[src/rtl/sram_port0_adapter_if.sv]
// Request/grant + rvalid/rready bus into the port-0 sram adapter.
// Signal names keep the adapter's port suffixes so both ends read the same.
interface sram_port0_adapter_if #(
  parameter int DATA_WIDTH = 32,
  parameter int ADDR_WIDTH = 5,
  parameter int NUM_WMASKS = 4
);
  logic                  req_i;
  logic                  gnt_o;
  logic                  we_i;
  logic [NUM_WMASKS-1:0] be_i;
  logic [ADDR_WIDTH-1:0] addr_i;
  logic [DATA_WIDTH-1:0] wdata_i;
  logic                  rvalid_o;
  logic                  rready_i;
  logic [DATA_WIDTH-1:0] rdata_o;

  modport master (
    output req_i, we_i, be_i, addr_i, wdata_i, rready_i,
    input  gnt_o, rvalid_o, rdata_o
  );

  modport slave (
    input  req_i, we_i, be_i, addr_i, wdata_i, rready_i,
    output gnt_o, rvalid_o, rdata_o
  );
endinterface

[src/rtl/sram_port0_adapter.sv]
// Req/gnt front-end for sram port 0: issues csb0/web0 cycles and buffers dout0 in a credit FIFO.
// Define SRAM_ADPT_WR_ACK_EN to have writes take credit and return a zero-data response.
module sram_port0_adapter #(
  parameter int DATA_WIDTH = 32,
  parameter int ADDR_WIDTH = 5,
  parameter int NUM_WMASKS = 4,
  parameter int RESP_DEPTH = 3
) (
  input  logic                  clk_i,
  input  logic                  rst_ni,
  sram_port0_adapter_if.slave   bus,
  output logic                  sram_csb0_o,
  output logic                  sram_web0_o,
  output logic [NUM_WMASKS-1:0] sram_wmask0_o,
  output logic [ADDR_WIDTH-1:0] sram_addr0_o,
  output logic [DATA_WIDTH-1:0] sram_din0_o,
  input  logic [DATA_WIDTH-1:0] sram_dout0_i
);
  localparam int PW = (RESP_DEPTH > 1) ? $clog2(RESP_DEPTH) : 1;
  localparam int CW = $clog2(RESP_DEPTH + 1);
  localparam logic [PW-1:0] LAST    = PW'(RESP_DEPTH - 1);
  localparam logic [CW:0]   DEPTH_C = (CW+1)'(RESP_DEPTH);
  localparam logic [CW-1:0] FULL_C  = CW'(RESP_DEPTH);

  logic [DATA_WIDTH-1:0] fifo_q [RESP_DEPTH];
  logic [PW-1:0]         wptr_q, wptr_d, rptr_q, rptr_d;
  logic [CW-1:0]         cnt_q, cnt_d;
  logic                  rd_pend_q, rd_pend_d;
  logic                  accept, takes_credit, push, pop;
  logic [DATA_WIDTH-1:0] push_data;

  // Credit counts the slot reserved by the access still in the sram pipe.
  assign bus.gnt_o = rst_ni && (({1'b0, cnt_q} + {{CW{1'b0}}, rd_pend_q}) < DEPTH_C);
  assign accept    = bus.req_i & bus.gnt_o;

  assign sram_csb0_o   = ~accept;
  assign sram_web0_o   = ~(accept & bus.we_i);
  assign sram_wmask0_o = (accept & bus.we_i) ? bus.be_i : '0;
  assign sram_addr0_o  = bus.addr_i;
  assign sram_din0_o   = bus.wdata_i;

`ifdef SRAM_ADPT_WR_ACK_EN
  logic pend_wr_q;

  assign takes_credit = accept;
  assign push_data    = pend_wr_q ? '0 : sram_dout0_i;

  always_ff @(posedge clk_i or negedge rst_ni) begin
    if (!rst_ni) pend_wr_q <= 1'b0;
    else         pend_wr_q <= accept & bus.we_i;
  end
`else
  assign takes_credit = accept & ~bus.we_i;
  assign push_data    = sram_dout0_i;
`endif

  assign rd_pend_d    = takes_credit;
  assign push         = rd_pend_q;
  assign pop          = bus.rvalid_o & bus.rready_i;
  assign bus.rvalid_o = (cnt_q != '0);
  assign bus.rdata_o  = fifo_q[rptr_q];

  assign wptr_d = push ? ((wptr_q == LAST) ? '0 : wptr_q + 1'b1) : wptr_q;
  assign rptr_d = pop  ? ((rptr_q == LAST) ? '0 : rptr_q + 1'b1) : rptr_q;
  assign cnt_d  = cnt_q + CW'(push) - CW'(pop);

  always_ff @(posedge clk_i or negedge rst_ni) begin
    if (!rst_ni) begin
      wptr_q    <= '0;
      rptr_q    <= '0;
      cnt_q     <= '0;
      rd_pend_q <= 1'b0;
      for (int i = 0; i < RESP_DEPTH; i++) fifo_q[i] <= '0;
    end else begin
      wptr_q    <= wptr_d;
      rptr_q    <= rptr_d;
      cnt_q     <= cnt_d;
      rd_pend_q <= rd_pend_d;
      if (push) fifo_q[wptr_q] <= push_data;
    end
  end

  // Credit should make this unreachable; flag it loudly if it ever happens.
  assert property (@(posedge clk_i) disable iff (!rst_ni) !(push && (cnt_q == FULL_C)))
    else $error("response FIFO push while full");
endmodule

[src/flat_wrapper.sv]
// flat-port wrapper written by rule: the top's interface ports become plain ports
module sram_port0_adapter_flat 
#(
  parameter int DATA_WIDTH = 32,
  parameter int ADDR_WIDTH = 5,
  parameter int NUM_WMASKS = 4,
  parameter int RESP_DEPTH = 3
)
  (clk_i, rst_ni, sram_csb0_o, sram_web0_o, sram_wmask0_o, sram_addr0_o, sram_din0_o, sram_dout0_i, bus_req_i, bus_we_i, bus_be_i, bus_addr_i, bus_wdata_i, bus_rready_i, bus_gnt_o, bus_rvalid_o, bus_rdata_o);
  sram_port0_adapter_if #(.DATA_WIDTH(DATA_WIDTH), .ADDR_WIDTH(ADDR_WIDTH), .NUM_WMASKS(NUM_WMASKS)) bus_i ();
  input  logic clk_i;
  input  logic rst_ni;
  output logic sram_csb0_o;
  output logic sram_web0_o;
  output logic [NUM_WMASKS-1:0] sram_wmask0_o;
  output logic [ADDR_WIDTH-1:0] sram_addr0_o;
  output logic [DATA_WIDTH-1:0] sram_din0_o;
  input  logic [DATA_WIDTH-1:0] sram_dout0_i;
  input wire logic [$bits(bus_i.req_i)-1:0] bus_req_i;
  input wire logic [$bits(bus_i.we_i)-1:0] bus_we_i;
  input wire logic [$bits(bus_i.be_i)-1:0] bus_be_i;
  input wire logic [$bits(bus_i.addr_i)-1:0] bus_addr_i;
  input wire logic [$bits(bus_i.wdata_i)-1:0] bus_wdata_i;
  input wire logic [$bits(bus_i.rready_i)-1:0] bus_rready_i;
  output wire logic [$bits(bus_i.gnt_o)-1:0] bus_gnt_o;
  output wire logic [$bits(bus_i.rvalid_o)-1:0] bus_rvalid_o;
  output wire logic [$bits(bus_i.rdata_o)-1:0] bus_rdata_o;
  assign bus_i.req_i = bus_req_i;
  assign bus_i.we_i = bus_we_i;
  assign bus_i.be_i = bus_be_i;
  assign bus_i.addr_i = bus_addr_i;
  assign bus_i.wdata_i = bus_wdata_i;
  assign bus_i.rready_i = bus_rready_i;
  assign bus_gnt_o = bus_i.gnt_o;
  assign bus_rvalid_o = bus_i.rvalid_o;
  assign bus_rdata_o = bus_i.rdata_o;
  sram_port0_adapter #(.DATA_WIDTH(DATA_WIDTH), .ADDR_WIDTH(ADDR_WIDTH), .NUM_WMASKS(NUM_WMASKS), .RESP_DEPTH(RESP_DEPTH)) u_core (.clk_i(clk_i), .rst_ni(rst_ni), .bus(bus_i), .sram_csb0_o(sram_csb0_o), .sram_web0_o(sram_web0_o), .sram_wmask0_o(sram_wmask0_o), .sram_addr0_o(sram_addr0_o), .sram_din0_o(sram_din0_o), .sram_dout0_i(sram_dout0_i));
endmodule
[config.mk]
export PLATFORM = sky130hd
export DESIGN_NAME = sram_port0_adapter_flat
export DESIGN_NICKNAME = d
export VERILOG_FILES = /design/src/rtl/sram_port0_adapter_if.sv /design/src/rtl/sram_port0_adapter.sv /design/src/flat_wrapper.sv
export SDC_FILE = /design/constraint.sdc
export NUM_CORES = 1
export LEC_CHECK = 0
export BUFFER_PORTS_ARGS = -buffer_cell sky130_fd_sc_hd__buf_2
export CAP_MARGIN = 20
export CORE_ASPECT_RATIO = 1.1
export CORE_MARGIN = 8
export CORE_UTILIZATION = 32
export DETAILED_ROUTE_END_ITERATION = 8
export SLEW_MARGIN = 30
export SYNTH_ARGS = -nofsm -noshare
export SYNTH_HDL_FRONTEND = slang
export SYNTH_SLANG_ARGS = --single-unit
[constraint.sdc]
create_clock -name clk_i -period 2.17 [get_ports clk_i]
set_clock_uncertainty 0.2 [all_clocks]
set_input_delay 0.1085 -clock clk_i [delete_from_list [all_inputs] [get_ports clk_i]]
set_output_delay 0.1085 -clock clk_i [all_outputs]
set_load 0.02 [all_outputs]
== Word level (Yosys, flattened, before mapping) ==
Index checks and enable logic that the tools add are counted.
Word-level totals
  output and inout port bits: 77
  bits of input ports: 78
  bits in registers: 103
Operators by class
  bitwise logic cells: 9
  muxes and demuxes: 9
  equality and inequality tests: 2
  add/subtract/negate cells: 5
  $lt $le $gt $ge: 4
  reductions and logical operators: 3
Operator list (number)
  96-bit bitwise mux: 1
  32-bit 2-to-1 mux: 3
  32-bit binary-select mux with 2-bit select: 1
  32-bit demux with 2-bit select: 1
  3-bit >= comparator, second input constant: 2
  2-bit NOT with 3-bit output: 2
  2-bit by 1-bit adder with 2-bit output, second input constant: 2
  1-bit AND: 4
  2-bit equality test, second input constant: 2
  2-bit 2-to-1 mux: 2
  4-bit 2-to-1 mux: 1
  2-bit by 1-bit adder with 3-bit output: 1
  3-bit by 1-bit < comparator with 1-bit output, second input constant: 1
  3-bit by 2-bit < comparator with 1-bit output, second input constant: 1
  1-bit NOT: 3
  2-bit by 1-bit adder with 2-bit output: 1
  1-bit logical AND: 2
  2-bit nonzero test: 1
  2-bit by 1-bit subtractor with 2-bit output: 1

== Logic depth before layout (Yosys ltp) ==
Gate-level depths: netlist of run 1.
  word-level depth: 6
  depth in mapped cells: 7

== Least setup slack after synthesis of run 1 ==
OpenSTA, ideal clock, no wires.
  path type: flip-flop to output port
  start point: register u_core.rd_pend_q (netlist: u_core.push)
  end point: output port sram_wmask0_o[0]
  path slack: 0.015 ns
  cell stages (with the launch flop): 6
  arrival: 1.847 ns
  cells stage by stage: dfrtp_1 ha_1 ha_1 and2_1 buf_1 nor4_1
On the way
  cells in the longest elaborated chain, start to end: 6
RTL lines
  start, declared: line sram_port0_adapter.sv:28  | logic rd_pend_q, rd_pend_d;
  start signal, assigned: line sram_port0_adapter.sv:78  | rd_pend_q <= rd_pend_d;
  2-bit by 1-bit adder with 3-bit output: line sram_port0_adapter.sv:33  | assign bus.gnt_o = rst_ni && (({1'b0, cnt_q} + {{CW{1'b0}}, rd_pend_q}) < DEPTH_C);
  3-bit by 2-bit < comparator with 1-bit output: line sram_port0_adapter.sv:33
  1-bit logical AND: line sram_port0_adapter.sv:33
  1-bit AND: line sram_port0_adapter.sv:34  | assign accept = bus.req_i & bus.gnt_o;
  1-bit AND: line sram_port0_adapter.sv:38  | assign sram_wmask0_o = (accept & bus.we_i) ? bus.be_i : '0;
  4-bit 2-to-1 mux: line sram_port0_adapter.sv:38
  end, declared: line flat_wrapper.sv:15  | output logic [NUM_WMASKS-1:0] sram_wmask0_o;
Every way passes these cells.

== Final worst setup path of run 1 ==
Ends and elaborated chain as after synthesis.

==> results of run 1 <==
cells by family (layout without fill, tap and decap cells):
| logic type | Yosys count | in the layout | share of synthesized area [%] |
|---|---|---|---|
| multiplexers | 130 | 130 | 28.8 |
| flip-flops | 103 | 103 | 52.1 |
| buffers and inverters | 69 | 158 | 9.16 |
| AO/OA/AOI/OAI | 35 | 35 | 6.02 |
| AND/OR/NAND/NOR | 18 | 18 | 2.53 |
| adder cells (fa/ha/maj) | 4 | 4 | 1.01 |
| XOR/XNOR | 2 | 2 | 0.354 |
per-stage QoR:
step | worst slack, ps | instance area (um^2) | hold slack (ps) | instances | power [W]
after detailed placement | 168 | 5320 | 17.1 | 590 | 0.00728
after global routing | -26.7 | 6110 | 17.0 | 646 | 0.00966
after floorplan | 15.0 | 4940 | -387 | 361 | 0.00612
after CTS | -1.94 | 6070 | 17.1 | 644 | 0.00915
final | 30.9 | 6110 | 17.0 | 646 | 0.00899
after global placement | 187 | 5320 | 17.1 | 590 | 0.00711
layout make-up:
cell class	count	area [um^2]
Clock buffer	9	225
Clock inverter	7	85.1
Fill cell	1404	9000
Inverter	9	33.8
Multi-Input combinational cell	189	1990
Sequential cell	103	2580
Tap cell	196	245
Timing Repair Buffer	133	950
power by group:
group | switching (W) | total, W | internal (W)
sequential | 0.000561 | 0.00345 | 0.00289
combinational | 0.00200 | 0.00389 | 0.00189
clock | 0.000729 | 0.00165 | 0.000921
synth_stat cells, types with 2 or more instances:
cell type and instances:
clkbuf_1 5, nor2b_1 2, nor4_1 4, inv_1 9, mux2_2 96, o2bb2ai_1 32, nand3b_1 2, buf_2 8
xnor2_1 2, dfrtp_1 103, buf_4 43, ha_1 4, buf_6 3, mux2i_1 32, o21ai_0 2, nor2_1 2
mux2_1 2
worst max-delay path, stage by stage (launching register included):
cell and delay (ps):
dfrtp_1 400, ha_2 200, ha_4 200, and2_4 150, buf_6 120, nor4_4 220, buf_4 190
metal layers:
metal	wire length [um]	up-vias	part of all wire [%]	global-route usage (%)
met1	4800	1577	43	13.9
met4	137	0	1.2	3.49
met3	621	13	5.6	3.60
met5	0	-	0	0
met2	5570	102	50	20.0
li1	-	1422	-	-
registers in the layout, indices dropped and copies added (netlist names):
signal         count
u_core.cnt_q       2
u_core.fifo_q     96
u_core.push        1
u_core.rptr_q      2
u_core.wptr_q      2
worst max path at each step:
| stage | from | endpoint | slack [ps] | depth (start not counted) |
|---|---|---|---|---|
| floorplan | u_core.push | sram_wmask0_o[0] | 10 | 5 |
| global placement | u_core.cnt_q[0] | sram_csb0_o | 190 | 5 |
| detailed placement | u_core.cnt_q[0] | sram_csb0_o | 170 | 5 |
| CTS | u_core.cnt_q[0] | sram_wmask0_o[1] | -2 | 6 |
| global route | u_core.push | sram_wmask0_o[0] | -30 | 6 |
| finish | u_core.push | sram_wmask0_o[0] | 30 | 6 |
repair_timing:
item / CTS / global route
endpoints found under the setup margin: 5 / 20
hold buffers: 35 / 0
resized for setup: 15 / 7
setup buffers: 3 / 2
pin swaps: 2 / 5
hold endpoints to repair: 200 / 0
==> results.sh, run 1 <==
export IMPL_cts_buffers=9
export IMPL_drv_cap=0
export IMPL_gp_congestion=0.709
export IMPL_synth_avg_cell_area_um2=13.7
export IMPL_area_delta_synth_final_pct=23.7
export IMPL_clock_latency_ps=330
export IMPL_hpwl_um=6940
export IMPL_grt_max_degree=104
export IMPL_cts_root_buf="clkbuf_16"
export IMPL_yosysWarnings=0
export IMPL_core_area_um2=15100
export IMPL_layout_commonest_cell="dfrtp_1"
export IMPL_period_share_pct=98.6
export IMPL_critPathKind="flip-flop to primary output"
export IMPL_end_kind="primary output"
export IMPL_hold_path_class="input port to primary output"
export IMPL_port_buffers=80
export IMPL_setup_tns_ps=0
export IMPL_timing_rr_end="u_core.cnt_q[1]"
export IMPL_grt_overflow_total=0
export IMPL_syn_cell_area_um2=4940
export IMPL_drv_slew=0
export IMPL_ios=155
export IMPL_drive_above_1_share_pct=49.3
export IMPL_initial_core_util_pct=32.7
export IMPL_hold_depth=0
export IMPL_final_nets=527
export IMPL_rr_startpoint="u_core.cnt_q[0]"
export IMPL_synth_ff_type="dfrtp_1"
export IMPL_p_leak_nw=2.72
export IMPL_first_pass_iters=4
export IMPL_cts_max_level=3
export IMPL_rsz0062_at_grt="yes"
export IMPL_worst_slew_pin_slew_ps=552
export IMPL_yosys_area_top_type="dfrtp_1"
export IMPL_die_h_um=146
export IMPL_wl_um=11100
export IMPL_hold_start="bus_addr_i[2]"
export IMPL_clkTransAtPathRegs_ps=70
export IMPL_worst_endpoint_arrival_ps=1830
export IMPL_syn_inst=361
export IMPL_fp_dieW_um=135
export IMPL_die_area_um2=19700
export IMPL_antenna_found_initial=0
export IMPL_synth_nets=443
export IMPL_ir_drop_v=0.000666
export IMPL_cp_required_ps=1860
export IMPL_startpoint_type="flip-flop"
export IMPL_grt_first_pass_wirelength_um=18500
export IMPL_num_rows=47
export IMPL_hold_violations=0
export IMPL_crit_fanout=5
export IMPL_utilization_pct=40.5
export IMPL_r2r_slack_ps=180
export IMPL_vias=3114
export IMPL_wl_per_cell_um=17.2
export IMPL_ant_nets=0
export IMPL_power_density_nw_per_um2=1470
export IMPL_netlist_area_leader_share_pct=52.1
export IMPL_cts_tree="built"
export IMPL_final_cell_mix="dfrtp_1 (102), mux2_2 (96), buf_2 (74)"
export IMPL_cts_path_max_buffers=2
export IMPL_grt_use_total_pct=11.8
export IMPL_setup_viol=0
export IMPL_ys_seq_elements=103
export IMPL_grt_pass1_vias=3557
export IMPL_synth_area_leaders="dfrtp_1 (52%), mux2_2 (22%), buf_4 (6.5%)"
export IMPL_r2r_cells=8
export IMPL_min_period_ps=2140
export IMPL_antenna_diode_count=0
export IMPL_ys_types=27
export IMPL_synthArstFlopShare_pct=100
export IMPL_outcome="completed"
export IMPL_timing_fmax_mhz=467
export IMPL_vias_per_cell=4.82
export IMPL_drtIter0Drc=81
export IMPL_ys_seq_area_share_pct=52.1
export IMPL_min_to="sram_addr0_o[2]"
export IMPL_drcViolationCount=0
export IMPL_relSlewSlack_pct=63.2
export IMPL_numClockSinks=103
export IMPL_synth_edff_count=0
Power figures use the tool's default switching activity.
==> run 2, diff against run 1 <==
CORE_ASPECT_RATIO = not set   (was 1.1)
==> run 2 against run 1 <==
Register-to-register slack got worse by 110 ps. Highest routed layer unchanged. First-iteration DRC count rose by 81%. Critical path type unchanged. Worst hold slack about the same. Sequential share of layout area grew 0.44 points. Routed wire length rose by 0.46%. Final cell count down 1.5%.
==> results.sh, run 2 (synthesis results as in run 1) <==
export IMPL_core_area_um2=15100
export IMPL_grt_max_degree=104
export IMPL_grt_overflow_total=0
export IMPL_hpwl_um=6830
export IMPL_outcome="completed"
export IMPL_hold_start="bus_addr_i[0]"
export IMPL_drv_cap=0
export IMPL_dp_worst_setup_slack_ps=176
export IMPL_area_delta_synth_final_pct=22.3
export IMPL_cts_root_buf="clkbuf_16"
export IMPL_vias=3107
export IMPL_cts_path_max_buffers=2
export IMPL_setup_ws_ps=40.1
export IMPL_antenna_diode_count=0
export IMPL_timing_rr_end="u_core.push"
export IMPL_numClockSinks=103
export IMPL_place_inst=582
export IMPL_final_nets=525
export IMPL_rsz0062_at_grt="yes"
export IMPL_rr_startpoint="u_core.cnt_q[0]"
export IMPL_critPathKind="flip-flop to primary output"
export IMPL_hold_depth=0
export IMPL_drcViolationCount=0
export IMPL_drive_above_1_share_pct=48.9
export IMPL_period_share_pct=98.2
export IMPL_wl_per_cell_um=17.6
export IMPL_whs_ps=17.0
export IMPL_initial_core_util_pct=32.6
export IMPL_final_cell_mix="dfrtp_1 (102), mux2_2 (96), buf_2 (74)"
export IMPL_worst_slew_pin_slew_ps=585
export IMPL_end_kind="primary output"
export IMPL_timing_fmax_mhz=470
export IMPL_vias_per_cell=4.89
export IMPL_die_h_um=140
export IMPL_grt_use_total_pct=11.9
export IMPL_min_period_ps=2130
export IMPL_largest_reg_flops=96
export IMPL_cts_tree="built"
export IMPL_setup_tns_ps=0
export IMPL_crit_fanout=5
export IMPL_clock_latency_ps=340
export IMPL_gp_congestion=0.681
export IMPL_grt_first_pass_wirelength_um=18200
export IMPL_relSlewSlack_pct=61.0
export IMPL_r2r_cells=5
export IMPL_num_rows=45
export IMPL_cts_buffers=9
export IMPL_top_register="u_core.fifo_q"
export IMPL_min_to="sram_addr0_o[0]"
export IMPL_port_buffers=80
export IMPL_r2r_slack_ps=70
export IMPL_antenna_found_initial=0
export IMPL_first_pass_iters=4
export IMPL_clkTransAtPathRegs_ps=70
export IMPL_drtIter0Drc=147
export IMPL_worst_endpoint_arrival_ps=1820
export IMPL_ir_drop_v=0.000626
export IMPL_layout_commonest_cell="dfrtp_1"
export IMPL_drv_slew=0
export IMPL_grt_pass1_vias=3393
export IMPL_startpoint_type="flip-flop"
export IMPL_ant_nets=0
export IMPL_fillers=1384
export IMPL_hold_path_class="input port to primary output"
export IMPL_wl_um=11200
export IMPL_fp_dieW_um=140
export IMPL_power_density_nw_per_um2=1460
export IMPL_cts_max_level=3
export IMPL_p_leak_nw=2.69
export IMPL_fin_cells=636
export IMPL_setup_viol=0
export IMPL_die_area_um2=19700
export IMPL_post_route_cell_area_um2=6050
export IMPL_placed_area_um2=5300
export IMPL_ios=155
export IMPL_cp_required_ps=1860
export IMPL_hold_violations=0
run 2: cell count changes in the layout (fill, tap and decap cells not counted), moves of 2 or more:
| cell | delta |
|---|---|
| clkbuf_8 | +3 |
| inv_6 | -4 |
| nor4_2 | +2 |
| clkbuf_1 | +2 |
run 2: critical path: stages (launching register included):
cell     delay (ps)
dfrtp_1         390
ha_2            190
ha_4            210
and2_4          150
or3b_4          390
buf_6           140
run 2: where the power goes:
group          switching [W]  internal, W
sequential          0.000486      0.00289
clock               0.000687     0.000874
combinational        0.00206      0.00186
run 2: repair_timing:
action / CTS / global route
gates resized for setup: 15 / 5
pin swaps: 2 / 2
buffers inserted: 3 / 0
endpoints found under the hold margin: 200 / 0
hold buffers: 35 / 0
setup endpoints to repair: 6 / 7
run 2: metal layers:
metal	vias to the layer above	GRT usage, %	share of wire (%)
met3	26	3.77	5.8
li1	1424	-	-
met4	0	4.69	2.0
met2	77	18.6	47
met5	-	0	0
met1	1580	14.9	45
run 2: cell type report:
type                    count  area [um^2]  area share [%]
clock buffers              14          274            4.53
clock inverters             2         13.8           0.228
inverters                   9         33.8           0.559
multi-input cells         189         1990            32.9
flip-flops and latches    103         2580            42.7
well taps                 188          235            3.89
repair buffers            131          918            15.2
run 2: through the flow:
stage                     total power [W]  utilization, %
after floorplan                   0.00612               -
after global placement            0.00708            35.0
after detailed placement          0.00724            35.0
after CTS                         0.00900            39.8
after global routing              0.00949            39.9
final                             0.00885            39.9
run 2: worst max path at each step:
stage / startpoint / end / cells past startpoint / slack, ps
after floorplan: u_core.push / sram_wmask0_o[0] / 5 / 10
after global placement: u_core.cnt_q[0] / sram_csb0_o / 5 / 200
final: u_core.cnt_q[0] / sram_csb0_o / 5 / 40
after CTS: u_core.cnt_q[0] / sram_wmask0_o[1] / 6 / -10
after detailed placement: u_core.cnt_q[0] / sram_csb0_o / 5 / 180
after global routing: u_core.cnt_q[0] / sram_wmask0_o[2] / 6 / -40
==> run 3, diff against run 2 <==
BUFFER_PORTS_ARGS = -buffer_cell sky130_fd_sc_hd__clkbuf_2   (was -buffer_cell sky130_fd_sc_hd__buf_2)
==> run 3 against run 2 <==
The flow now finishes with violations (negative setup slack). Combinational power grew 2%. Design area rose by 1.1%. Via count fell by 0.97%. Count of clock-buffer cells in the layout fell by 5. Routed wire length rose by 0.24%. Fmax shrank 2.9%. Sequential power increased by 1%. Critical path type unchanged. Final cell count grew 0.47%. Largest cell class unchanged. Core utilization grew 0.45 points. Sequential cell count did not move. Critical path depth grew 1. Global-route usage down 0.085 points.
==> results.sh, run 3 (synthesis results as in run 1) <==
export IMPL_cts_root_buf="clkbuf_16"
export IMPL_wl_um=11200
export IMPL_largest_reg_flops=96
export IMPL_min_period_ps=2190
export IMPL_top_register="u_core.fifo_q"
export IMPL_drv_slew=0
export IMPL_switching_share_pct=36.8
export IMPL_clock_latency_ps=340
export IMPL_cts_path_max_buffers=2
export IMPL_initial_core_util_pct=32.6
export IMPL_die_area_um2=19700
export IMPL_final_nets=528
export IMPL_worst_slew_pin_slew_ps=550
export IMPL_antenna_diode_count=0
export IMPL_fillers=1381
export IMPL_p_sw_w=0.00331
export IMPL_grt_max_degree=104
export IMPL_rsz0062_at_grt="yes"
export IMPL_setup_viol=3
export IMPL_final_cell_mix="dfrtp_1 (101), mux2_2 (96), clkbuf_2 (73)"
export IMPL_area_delta_synth_final_pct=23.6
export IMPL_post_route_cell_area_um2=6110
export IMPL_drcViolationCount=0
export IMPL_vias=3077
export IMPL_drtIter0Drc=130
export IMPL_p_seq_share_pct=37.8
export IMPL_crit_fanout=5
export IMPL_internal_power_w=0.00570
export IMPL_startpoint_type="flip-flop"
export IMPL_clkTransAtPathRegs_ps=70
export IMPL_utilization_pct=40.4
export IMPL_p_total_w=0.00901
export IMPL_ir_drop_v=0.000589
export IMPL_hold_path_class="input port to primary output"
export IMPL_grt_first_pass_wirelength_um=18300
export IMPL_hpwl_um=6870
export IMPL_fin_cells=639
export IMPL_setup_ws_ps=-24.2
export IMPL_cts_tree="built"
export IMPL_period_share_pct=101
export IMPL_layout_commonest_cell="dfrtp_1"
export IMPL_clock_power_share_pct=18.0
export IMPL_die_h_um=140
export IMPL_p_leak_nw=2.71
export IMPL_cts_max_level=3
export IMPL_drv_cap=0
export IMPL_relSlewSlack_pct=63.4
export IMPL_timing_fmax_mhz=456
export IMPL_placed_area_um2=5320
export IMPL_grt_pass1_vias=3477
export IMPL_wl_per_cell_um=17.5
export IMPL_num_rows=45
export IMPL_numClockSinks=103
export IMPL_outcome="finished, violations left"
export IMPL_critPathKind="flip-flop to primary output"
export IMPL_ios=155
export IMPL_fp_dieW_um=140
export IMPL_drive_above_1_share_pct=49.9
export IMPL_ant_nets=0
export IMPL_port_buffers=80
export IMPL_gp_congestion=0.710
export IMPL_core_area_um2=15100
export IMPL_hold_violations=0
export IMPL_violations="negative setup slack"
export IMPL_combPwrFrac_pct=44.2
export IMPL_worst_endpoint_arrival_ps=1890
export IMPL_grt_use_total_pct=11.8
export IMPL_first_pass_iters=4
export IMPL_r2r_cells=7
export IMPL_grt_overflow_total=0
export IMPL_antenna_found_initial=0
export IMPL_setup_tns_ps=-30.8
export IMPL_cts_buffers=9
export IMPL_place_inst=584
export IMPL_cp_required_ps=1860
export IMPL_end_kind="primary output"
export IMPL_power_density_nw_per_um2=1470
export IMPL_vias_per_cell=4.82
export IMPL_hold_depth=0
## run 3: stage by stage
stage          setup slack [ps]  hold slack [ps]
6_report                  -24.2             17.0
2_1_floorplan              15.0             -387
4_1_cts                   -58.0             9.49
5_1_grt                   -86.6             17.0
3_3_place_gp                205             17.1
3_5_place_dp                157             17.1
## run 3: path summary, 6_finish.rpt
check	from	end	slack, ps
hold reg to reg	u_core.fifo_q[89]	u_core.fifo_q[89]	300
hold / removal	bus_addr_i[0]	sram_addr0_o[0]	20
min in group asynchronous	rst_ni	u_core.fifo_q[48]	210
setup / recovery	u_core.cnt_q[0]	sram_wmask0_o[1]	-20
setup reg to reg	u_core.cnt_q[1]	u_core.cnt_q[1]	340
max in group asynchronous	rst_ni	u_core.fifo_q[93]	1150
## run 3: layout make-up
cell class                      count  area, um^2  share of cell area [%]
Sequential cell                   103        2580                    42.2
Multi-Input combinational cell    189        2010                    32.9
Timing Repair Buffer              134         957                    15.7
Tap cell                          188         235                    3.85
Clock buffer                        9         225                    3.68
Clock inverter                      7        72.6                    1.19
Inverter                            9        33.8                   0.553
## run 3: critical path, stage by stage, from the launching register on
cell and delay [ps]:
dfrtp_1 420, ha_2 200, ha_4 210, and2_4 150, buf_4 140, nor4_4 230, buf_4 190
## run 3: per-layer routing
metal  global-route usage (%)  routed length (um)
met4                     5.03                 209
met5                        0                   0
met3                     4.08                 671
met2                     19.4                5470
met1                     13.7                4850
## run 3: power groups by stage
stage | logic, W | registers [W] | clock network (W)
finish | 0.00398 | 0.00341 | 0.00162
global route | 0.00432 | 0.00353 | 0.00177
CTS | 0.00402 | 0.00340 | 0.00168
detailed placement | 0.00384 | 0.00343 | 0
global placement | 0.00377 | 0.00337 | 0
floorplan | 0.00286 | 0.00326 | 0
## run 3: timing repair
action                                  4_1_cts  5_1_grt
hold buffers                                 35        0
pin swaps                                     2        2
endpoints found under the hold margin       200        0
resized for setup                            19       10
endpoints found under the setup margin        6       24
buffers inserted                              4        0
